**config.mk**
```make
export PLATFORM = sky130hd
export DESIGN_NAME = inst_prefetch_buf_flat
export DESIGN_NICKNAME = d
export VERILOG_FILES = /design/src/rtl/inst_prefetch_buf_pkg.sv /design/src/rtl/inst_prefetch_buf_if.sv /design/src/rtl/inst_prefetch_buf_fifo.sv /design/src/rtl/inst_prefetch_buf.sv /design/src/flat_wrapper.sv
export SDC_FILE = /design/constraint.sdc
export NUM_CORES = 1
export LEC_CHECK = 0
export BUFFER_PORTS_ARGS = -buffer_cell sky130_fd_sc_hd__buf_4
export CELL_PAD_IN_SITES_DETAIL_PLACEMENT = 0
export CELL_PAD_IN_SITES_GLOBAL_PLACEMENT = 2
export CORE_MARGIN = 1
export CORE_UTILIZATION = 35
export DETAILED_ROUTE_END_ITERATION = 10
export PLACE_DENSITY = 0.76
export SYNTH_ARGS = -nofsm -noshare
export SYNTH_HDL_FRONTEND = slang
export SYNTH_SLANG_ARGS = --single-unit
```
**constraint.sdc**
```tcl
create_clock -name clk -period 8 [get_ports clk]
set_input_delay 0.4 -clock clk [delete_from_list [all_inputs] [get_ports clk]]
set_output_delay 0.4 -clock clk [all_outputs]
set_load 0.005 [all_outputs]
```
**src/rtl/inst_prefetch_buf_pkg.sv**
```systemverilog
// Shared constants for the instruction prefetch buffer slice.
package inst_prefetch_buf_pkg;

    localparam logic [31:0] INST_NOP  = 32'h0000_0013;
    localparam logic [31:0] ZERO_WORD = 32'h0000_0000;

    function automatic logic [31:0] pc_next(input logic [31:0] pc);
        return pc + 32'd4;
    endfunction

endpackage

```
**src/rtl/inst_prefetch_buf_if.sv**
```systemverilog
// Memory fetch port plus the instruction stream towards the core.
interface inst_prefetch_buf_if;

    logic        mem_req_o;
    logic [31:0] mem_addr_o;
    logic        mem_gnt_i;
    logic        mem_rvalid_i;
    logic [31:0] mem_rdata_i;
    logic        inst_valid_o;
    logic [31:0] inst_o;
    logic [31:0] inst_addr_o;
    logic        inst_ready_i;

    modport master (
        output mem_req_o, mem_addr_o, inst_valid_o, inst_o, inst_addr_o,
        input  mem_gnt_i, mem_rvalid_i, mem_rdata_i, inst_ready_i
    );

    modport slave (
        input  mem_req_o, mem_addr_o, inst_valid_o, inst_o, inst_addr_o,
        output mem_gnt_i, mem_rvalid_i, mem_rdata_i, inst_ready_i
    );

endinterface

```
**src/rtl/inst_prefetch_buf_fifo.sv**
```systemverilog
// Synchronous FIFO holding {addr, inst} pairs; head is read straight from storage (no bypass).
module ipb_fifo #(
    parameter int unsigned DEPTH = 4,
    parameter int unsigned WIDTH = 64,
    localparam int unsigned PW = $clog2(DEPTH),
    localparam int unsigned CW = $clog2(DEPTH + 1)
) (
    input  logic             clk,
    input  logic             rst,
    input  logic             clear,
    input  logic             push,
    input  logic             pop,
    input  logic [WIDTH-1:0] push_data,
    output logic [WIDTH-1:0] head_data,
    output logic [CW-1:0]    count
);

    logic [WIDTH-1:0] store [DEPTH];
    logic [PW-1:0]    rd_ptr;
    logic [PW-1:0]    wr_ptr;
    logic             full;

    assign full      = (count == CW'(DEPTH));
    assign head_data = store[rd_ptr];

    always_ff @(posedge clk) begin
        if (rst || clear) begin
            rd_ptr <= '0;
            wr_ptr <= '0;
            count  <= '0;
        end else begin
            assert (!(push && full)) else $error("ipb_fifo: push while full");
            if (push) wr_ptr <= wr_ptr + PW'(1);
            if (pop)  rd_ptr <= rd_ptr + PW'(1);
            case ({push, pop})
                2'b10:   count <= count + CW'(1);
                2'b01:   count <= count - CW'(1);
                default: count <= count;
            endcase
        end
    end

    always_ff @(posedge clk) begin
        if (push) store[wr_ptr] <= push_data;
    end

endmodule

```
**src/rtl/inst_prefetch_buf.sv**
```systemverilog
// Instruction prefetch buffer: owns the fetch PC, issues credit-limited in-order fetches,
// queues returned words with their addresses and drops stale responses after a redirect.
module inst_prefetch_buf
    import inst_prefetch_buf_pkg::*;
#(
    parameter int unsigned DEPTH    = 4,
    parameter logic [31:0] RESET_PC = 32'h0000_0000
) (
    input  logic                 clk,
    input  logic                 rst,
    input  logic                 flush_i,
    input  logic [31:0]          flush_addr_i,
    inst_prefetch_buf_if.master  bus
);

    localparam int unsigned CW = $clog2(DEPTH + 1);

    logic [31:0]   fetch_pc;
    logic [31:0]   return_pc;
    logic [CW-1:0] outstanding;
    logic [CW-1:0] outstanding_next;
    logic [CW-1:0] discard;
    logic [CW-1:0] count;
    logic [CW:0]   in_use;
    logic [63:0]   head;
    logic          grant;
    logic          push;
    logic          pop;
    logic          valid;

    always_comb begin
        in_use           = {1'b0, count} + {1'b0, outstanding};
        bus.mem_req_o    = !rst && !flush_i && (in_use < (CW+1)'(DEPTH));
        bus.mem_addr_o   = fetch_pc;
        grant            = bus.mem_req_o && bus.mem_gnt_i;
        // a response landing in the redirect cycle is stale, as is anything still owed to discard
        push             = !rst && bus.mem_rvalid_i && !flush_i && (discard == '0);
        valid            = !rst && !flush_i && (count != '0);
        pop              = valid && bus.inst_ready_i;
        outstanding_next = outstanding + CW'(grant) - CW'(bus.mem_rvalid_i);
        bus.inst_valid_o = valid;
        bus.inst_o       = valid ? head[31:0]  : INST_NOP;
        bus.inst_addr_o  = valid ? head[63:32] : ZERO_WORD;
    end

    always_ff @(posedge clk) begin
        if (rst) begin
            fetch_pc    <= RESET_PC;
            return_pc   <= RESET_PC;
            outstanding <= '0;
            discard     <= '0;
        end else begin
            outstanding <= outstanding_next;
            if (flush_i) begin
                fetch_pc  <= flush_addr_i;
                return_pc <= flush_addr_i;
                discard   <= outstanding_next;
            end else begin
                if (grant) fetch_pc <= pc_next(fetch_pc);
                if (push)  return_pc <= pc_next(return_pc);
                if (bus.mem_rvalid_i && (discard != '0)) discard <= discard - CW'(1);
            end
        end
    end

    ipb_fifo #(
        .DEPTH (DEPTH),
        .WIDTH (64)
    ) u_fifo (
        .clk       (clk),
        .rst       (rst),
        .clear     (flush_i),
        .push      (push),
        .pop       (pop),
        .push_data ({return_pc, bus.mem_rdata_i}),
        .head_data (head),
        .count     (count)
    );

endmodule
```
**src/flat_wrapper.sv**
```systemverilog
// flat-port wrapper written by rule: the top's interface ports become plain ports
module inst_prefetch_buf_flat import inst_prefetch_buf_pkg::*;
#(
    parameter int unsigned DEPTH    = 4,
    parameter logic [31:0] RESET_PC = 32'h0000_0000
)
  (clk, rst, flush_i, flush_addr_i, bus_mem_req_o, bus_mem_addr_o, bus_inst_valid_o, bus_inst_o, bus_inst_addr_o, bus_mem_gnt_i, bus_mem_rvalid_i, bus_mem_rdata_i, bus_inst_ready_i);
  inst_prefetch_buf_if bus_i ();
  input  logic clk;
  input  logic rst;
  input  logic flush_i;
  input  logic [31:0] flush_addr_i;
  output wire logic [$bits(bus_i.mem_req_o)-1:0] bus_mem_req_o;
  output wire logic [$bits(bus_i.mem_addr_o)-1:0] bus_mem_addr_o;
  output wire logic [$bits(bus_i.inst_valid_o)-1:0] bus_inst_valid_o;
  output wire logic [$bits(bus_i.inst_o)-1:0] bus_inst_o;
  output wire logic [$bits(bus_i.inst_addr_o)-1:0] bus_inst_addr_o;
  input wire logic [$bits(bus_i.mem_gnt_i)-1:0] bus_mem_gnt_i;
  input wire logic [$bits(bus_i.mem_rvalid_i)-1:0] bus_mem_rvalid_i;
  input wire logic [$bits(bus_i.mem_rdata_i)-1:0] bus_mem_rdata_i;
  input wire logic [$bits(bus_i.inst_ready_i)-1:0] bus_inst_ready_i;
  assign bus_mem_req_o = bus_i.mem_req_o;
  assign bus_mem_addr_o = bus_i.mem_addr_o;
  assign bus_inst_valid_o = bus_i.inst_valid_o;
  assign bus_inst_o = bus_i.inst_o;
  assign bus_inst_addr_o = bus_i.inst_addr_o;
  assign bus_i.mem_gnt_i = bus_mem_gnt_i;
  assign bus_i.mem_rvalid_i = bus_mem_rvalid_i;
  assign bus_i.mem_rdata_i = bus_mem_rdata_i;
  assign bus_i.inst_ready_i = bus_inst_ready_i;
  inst_prefetch_buf #(.DEPTH(DEPTH), .RESET_PC(RESET_PC)) u_core (.clk(clk), .rst(rst), .flush_i(flush_i), .flush_addr_i(flush_addr_i), .bus(bus_i));
endmodule
```
Yosys cells after proc, flatten, opt, wreduce, memory -nomap -nowiden

Memories as Yosys holds them, arrays and structs flattened. A register that Yosys moved wholly into a read port is not among the register bits.
Index checks and enable logic that the tools add are counted.

$add $sub $neg: 10
$lt $le $gt $ge: 1
Equality and inequality tests: 2
Multiplexer cells: 13
Reductions and logical operators: 19

Operators with widths:

| operator                                                   | count |
|---|---|
| 2-to-1 mux 32 bit                                          | 6 |
| adder 32 x 3 -> 32 bit, second input constant              | 2 |
| logical AND 1 bit                                          | 9 |
| nonzero test 2 bit                                         | 4 |
| 2-to-1 mux 3 bit                                           | 2 |
| one-hot mux 3 bit (2 select lines)                         | 1 |
| nonzero test 3 bit                                         | 2 |
| subtractor 3 x 1 -> 3 bit, second input constant           | 2 |
| adder 2 x 1 -> 2 bit, second input constant                | 2 |
| adder 3 x 3 -> 4 bit                                       | 1 |
| less-than comparator 4 x 3 -> 1 bit, second input constant | 1 |
| 2-to-1 mux 2 bit                                           | 2 |
| adder 3 x 1 -> 3 bit                                       | 1 |
| adder 3 x 1 -> 3 bit, second input constant                | 1 |
| zero test 3 bit                                            | 1 |
| subtractor 3 x 1 -> 3 bit                                  | 1 |
| equality test 2 x 1 -> 1 bit, second input constant        | 1 |
| equality test 2 bit, second input constant                 | 1 |
| zero test 1 bit                                            | 2 |
| 2-to-1 mux 1 bit                                           | 2 |
| logical OR 1 bit                                           | 1 |

Flip-flop bits (word level): 77
Bits in writable memories: 256
Input port bits: 70
Output and inout bits: 98
Word-level logic and storage cells: 53
Memories kept: 1

Memory list:

| memory              | words | bits a word | read ports | clocked after memory_dff | wr ports | RTL line                     | text |
|---|---|---|---|---|---|---|---|
| u_core.u_fifo.store | 4     | 64          | 1          | 1                        | 1        | inst_prefetch_buf_fifo.sv:18 | `logic [WIDTH-1:0] store [DEPTH];` |

Logic depth before layout (Yosys ltp)

Depth in word-level cells: 7
Gate-level depth with buffers: 11
Depth with buffers taken out: 10

Hierarchy

Synthesis repeated with hierarchy kept, for this count alone.

Cells, all modules: 926
Area, all modules: 14,049.7 um^2

By module, submodules not included:

| module            | instances | cells an instance | area an instance (um^2) | seq. area each (um^2) |
|---|---|---|---|---|
| ipb_fifo          | 1         | 380               | 9,739.3                 | 7,867.5 |
| inst_prefetch_buf | 1         | 546               | 4,310.4                 | 1,401.3 |

Worst setup path before layout

No wires, ideal clock.

Kind: reg2reg
Start point: reg u_core.discard[0]
End point: mem u_core.u_fifo.store[0][0], enable pin
Library setup time: 0.429 ns
Arrival time: 2.576 ns
Slack: 4.994 ns
Cell stages (with the launch flop): 6
Path through: dfxtp_1 -> inv_1 -> ha_1 -> and3b_1 -> clkbuf_1 -> and3_1

Longest elaborated chain between the ends: 4

RTL lines:

| what                                   | RTL line                     | text |
|---|---|---|
| start, declared                        | inst_prefetch_buf.sv:22      | `logic [CW-1:0] discard;` |
| start signal, assigned                 | inst_prefetch_buf.sv:57      | `discard <= outstanding_next;` |
| start signal, assigned                 | inst_prefetch_buf.sv:61      | `if (bus.mem_rvalid_i && (discard != '0)) discard <= discard - CW'(1);` |
| zero test 3 bit                        | inst_prefetch_buf.sv:37      | `push = !rst && bus.mem_rvalid_i && !flush_i && (discard == '0);` |
| logical AND 1 bit                      | inst_prefetch_buf.sv:37      |  |
| 2-to-1 mux 1 bit                       | inst_prefetch_buf_fifo.sv:44 | `if (push) store[wr_ptr] <= push_data;` |
| 2-to-1 mux 1 bit (implied by the code) | inst_prefetch_buf_fifo.sv:44 |  |
| end, declared                          | inst_prefetch_buf_fifo.sv:18 |  |

Every way passes these cells.

==> impl_metrics.py <==
metrics = {
    "outcome": {
        "status": "finished, final reports clean",
    },
    "sta": {
        "fin_crit_sh_pct": 42.17,
        "drv_slew": 0,
        "tightest_slew_ps": 1027,
        "setup_tns_ps": 0,
        "fin_ws_ps": 4627,
        "clock.fmax_ghz": 0.2964,
        "fin_skew_ps": 12.24,
        "rsz0062_at_grt": "false",
        "layout_min_cycle_time_ps": 3373,
        "max_slew_margin_pct": 31.56,
        "finalHoldViolations": 0,
        "setup_violations": 0,
    },
    "yosys": {
        "synth_cells": 922,
        "synth_edf_count": 256,
        "ys_types": 59,
        "synthTopCellsByCount": "edfxtp_1 (256), dfxtp_1 (79), and2_1 (66)",
        "synth_seq_area_share_pct": 66.91,
        "avgSynthCellArea_sq_um": 15.03,
        "ys_warn_count": 0,
        "synth_top_cell_by_area": "edfxtp_1",
        "async_reset_ff_share_pct": 0,
        "netlist_area_sq_mm": 0.01385,
        "synth.most_common_cell": "edfxtp_1",
        "synthesis.nets": 1007,
        "synth_top_area_share_pct": 55.49,
        "synth_flop_cell": "edfxtp_1",
        "synth.area.top_cells": "edfxtp_1 (55%), dfxtp_1 (11%), mux4_2 (10%)",
        "synth_seq_cells": 335,
    },
    "global_route": {
        "grt.overflow.total": 0,
        "grt_pass1_wl_um": 49830,
        "grt_max_degree": 70,
        "grt_usage_pct": 15.88,
        "antenna_found_initial": 0,
        "grt_pass1_vias": 8345,
    },
    "detailed_routing": {
        "wl_per_cell_um": 19.80,
        "viasPerCell": 5.097,
        "routed_wl_um": 32340,
        "first_pass_iters": 5,
        "drt_iter0_drc": 610,
        "ant_nets": 0,
        "drc": 0,
        "dr_total_vias": 8323,
    },
    "placed_design": {
        "port_buffers": 167,
        "dp_hpwl_um": 19990,
        "preCtsSetupSlack_ps": 5013,
        "globalplace.congestion": 0.7827,
    },
    "job": {
        "cap_violations": 0,
    },
    "critical_path": {
        "worstPathMaxFanout": 38,
        "arrival_ps": 2970,
        "end_kind": "output pin",
        "start_kind": "flip-flop",
        "rr_endpoint": "u_core.discard[1]$_SDFFE_PP0P_",
        "crit_type": "reg -> out",
        "reg2reg_slack_ps": 5070,
        "r2r_cells": 8,
        "critical_path_required_ps": 7600,
        "rr_startpoint": "u_core.u_fifo.count[2]$_SDFFE_PP0P_",
    },
    "hold_path": {
        "holdPathEnd": "u_core.u_fifo.store[2][29]$_DFFE_PP_",
        "min_from": "bus_mem_rdata_i[29]",
        "hold_path_class": "in -> reg",
        "hold_path_depth": 1,
    },
    "power": {
        "p_sw_mw": 0.8494,
        "clkPwrFrac_pct": 42.8,
        "swShare_pct": 22.14,
        "power_leakage_nw": 5.727,
        "cellPowerDensity_mw_per_mm2": 228.0,
        "peakVddDrop_mv": 0.1490,
        "p_seq_share_pct": 51.5,
        "p_int_mw": 2.987,
        "comb_power_share_pct": 5.8,
    },
    "clock_tree": {
        "post-cts-setup-buffer-count": 0,
        "hold_buffers": 0,
        "ctsHtreeMaxLevel": 2,
        "cts_buffers": 37,
        "cts_tree": "built",
        "cts_buffer_depth": 3,
        "worstSkewPairLatency_ps": 520,
        "post_cts_resized": 0,
        "cts-root-buf": "clkbuf_16",
        "clkTransAtPathRegs_ps": 60,
        "clkSinkCount": 335,
    },
    "layout": {
        "multi_input_area_sq_mm": 0.004357,
        "antenna_cells": 0,
        "num-nets-final": 1173,
        "final_layout_size_suffix_gt1_share_pct": 27.44,
        "seq_area_sq_mm": 0.009274,
        "syn2layout_area_growth_pct": 21.44,
        "fillers": 3553,
    },
    "die": {
        "die_h_um": 201.0,
        "pin_count": 168,
        "core_sq_mm": 0.03883,
        "start_util_pct": 35.68,
        "die_area_sq_mm": 0.04038,
        "fp.dieW_um": 201.0,
        "placement_rows": 72,
    },
}
-- flip-flops by register name, indices dropped and copies added, names as in the netlist, named ones only --
signal and cells:
u_core.u_fifo.store 256, u_core.bus.mem_addr_o 32, u_core.return_pc 32, u_core.discard 3, u_core.outstanding 3, u_core.u_fifo.count 3
u_core.u_fifo.rd_ptr 2, u_core.u_fifo.wr_ptr 2
-- per-stage QoR --
stage / instances / util (%) / hold WS [ps] / total power [mW] / instance area (sq um)
detailed placement: 1567 / 40.30 / 456.3 / 2.235 / 15650
global placement: 1567 / 40.30 / 454.4 / 2.231 / 15650
finish: 1633 / 43.33 / 78.85 / 3.836 / 16820
CTS: 1633 / 43.33 / 52.32 / 3.884 / 16820
floorplan: 922 / - / 452.7 / 2.123 / 13850
global route: 1633 / 43.33 / 65.83 / 3.973 / 16820
-- how the worst max path moves through the flow --
stage          slack (ps)                           start  cells after the start                                   to
3_3_place_gp         5000                       flip-flop                      4                        bus_inst_o[0]
6_report             4630                       flip-flop                      4                        bus_inst_o[0]
3_5_place_dp         5010                       flip-flop                      4                        bus_inst_o[0]
2_1_floorplan        4990  u_core.discard[0]$_SDFFE_PP0P_                      5  u_core.u_fifo.store[0][0]$_DFFE_PP_
5_1_grt              4370                       flip-flop                      4                        bus_inst_o[0]
4_1_cts              4470                       flip-flop                      4                        bus_inst_o[0]
-- power groups by stage --
stage	Clock (mW)	Combinational, mW	Sequential [mW]
after CTS	1.68	0.226	1.97
after floorplan	0	0.129	1.99
final	1.64	0.222	1.97
after global placement	0	0.223	2.01
after detailed placement	0	0.224	2.01
after global routing	1.75	0.247	1.98
-- cell usage in the layout (no fill, tap or decap), types with 16 or more instances in the layout --
cell,instances
xor2_1,31
nor2_1,46
buf_4,173
inv_1,17
clkbuf_16,38
nand4_1,28
mux4_2,64
dfxtp_1,77
edfxtp_1,256
a21oi_1,20
nand3_1,25
a31oi_1,16
nand2_1,62
and2_1,66
-- per-layer routing --
layer	global-route usage (%)	share of wire (%)	vias up
li1	-	-	3907
met1	23.17	49	4153
met2	24.35	45	212
met3	2.760	4.7	51
met4	4.362	1.9	0
met5	0	0	-
-- logic make-up (layout without fill, tap and decap cells) --
kind of cell	after synthesis	in the layout	synth area share [%]
flops	335	335	66.91
simple gates	295	295	11.51
compound gates	106	106	5.202
mux	65	65	10.49
buf+inv	65	258	1.842
xor+xnor	41	41	2.592
fa+ha+maj	15	15	1.463
-- worst max-delay path, stage by stage, from the launching register on --
cell and delay (ps):
dfxtp_4 700, buf_4 700, mux4_2 570, or3_1 320, buf_4 140
-- area by class of cell --
type	instances	share of cell area, %
clock buffers	50	6.039
clock inverters	16	0.9445
inverters	19	0.4239
multi-input cells	522	25.90
flip-flops and latches	335	55.12
well taps	518	3.852
repair buffers	173	7.720
Note: power is estimated with default switching activity, not from simulation.
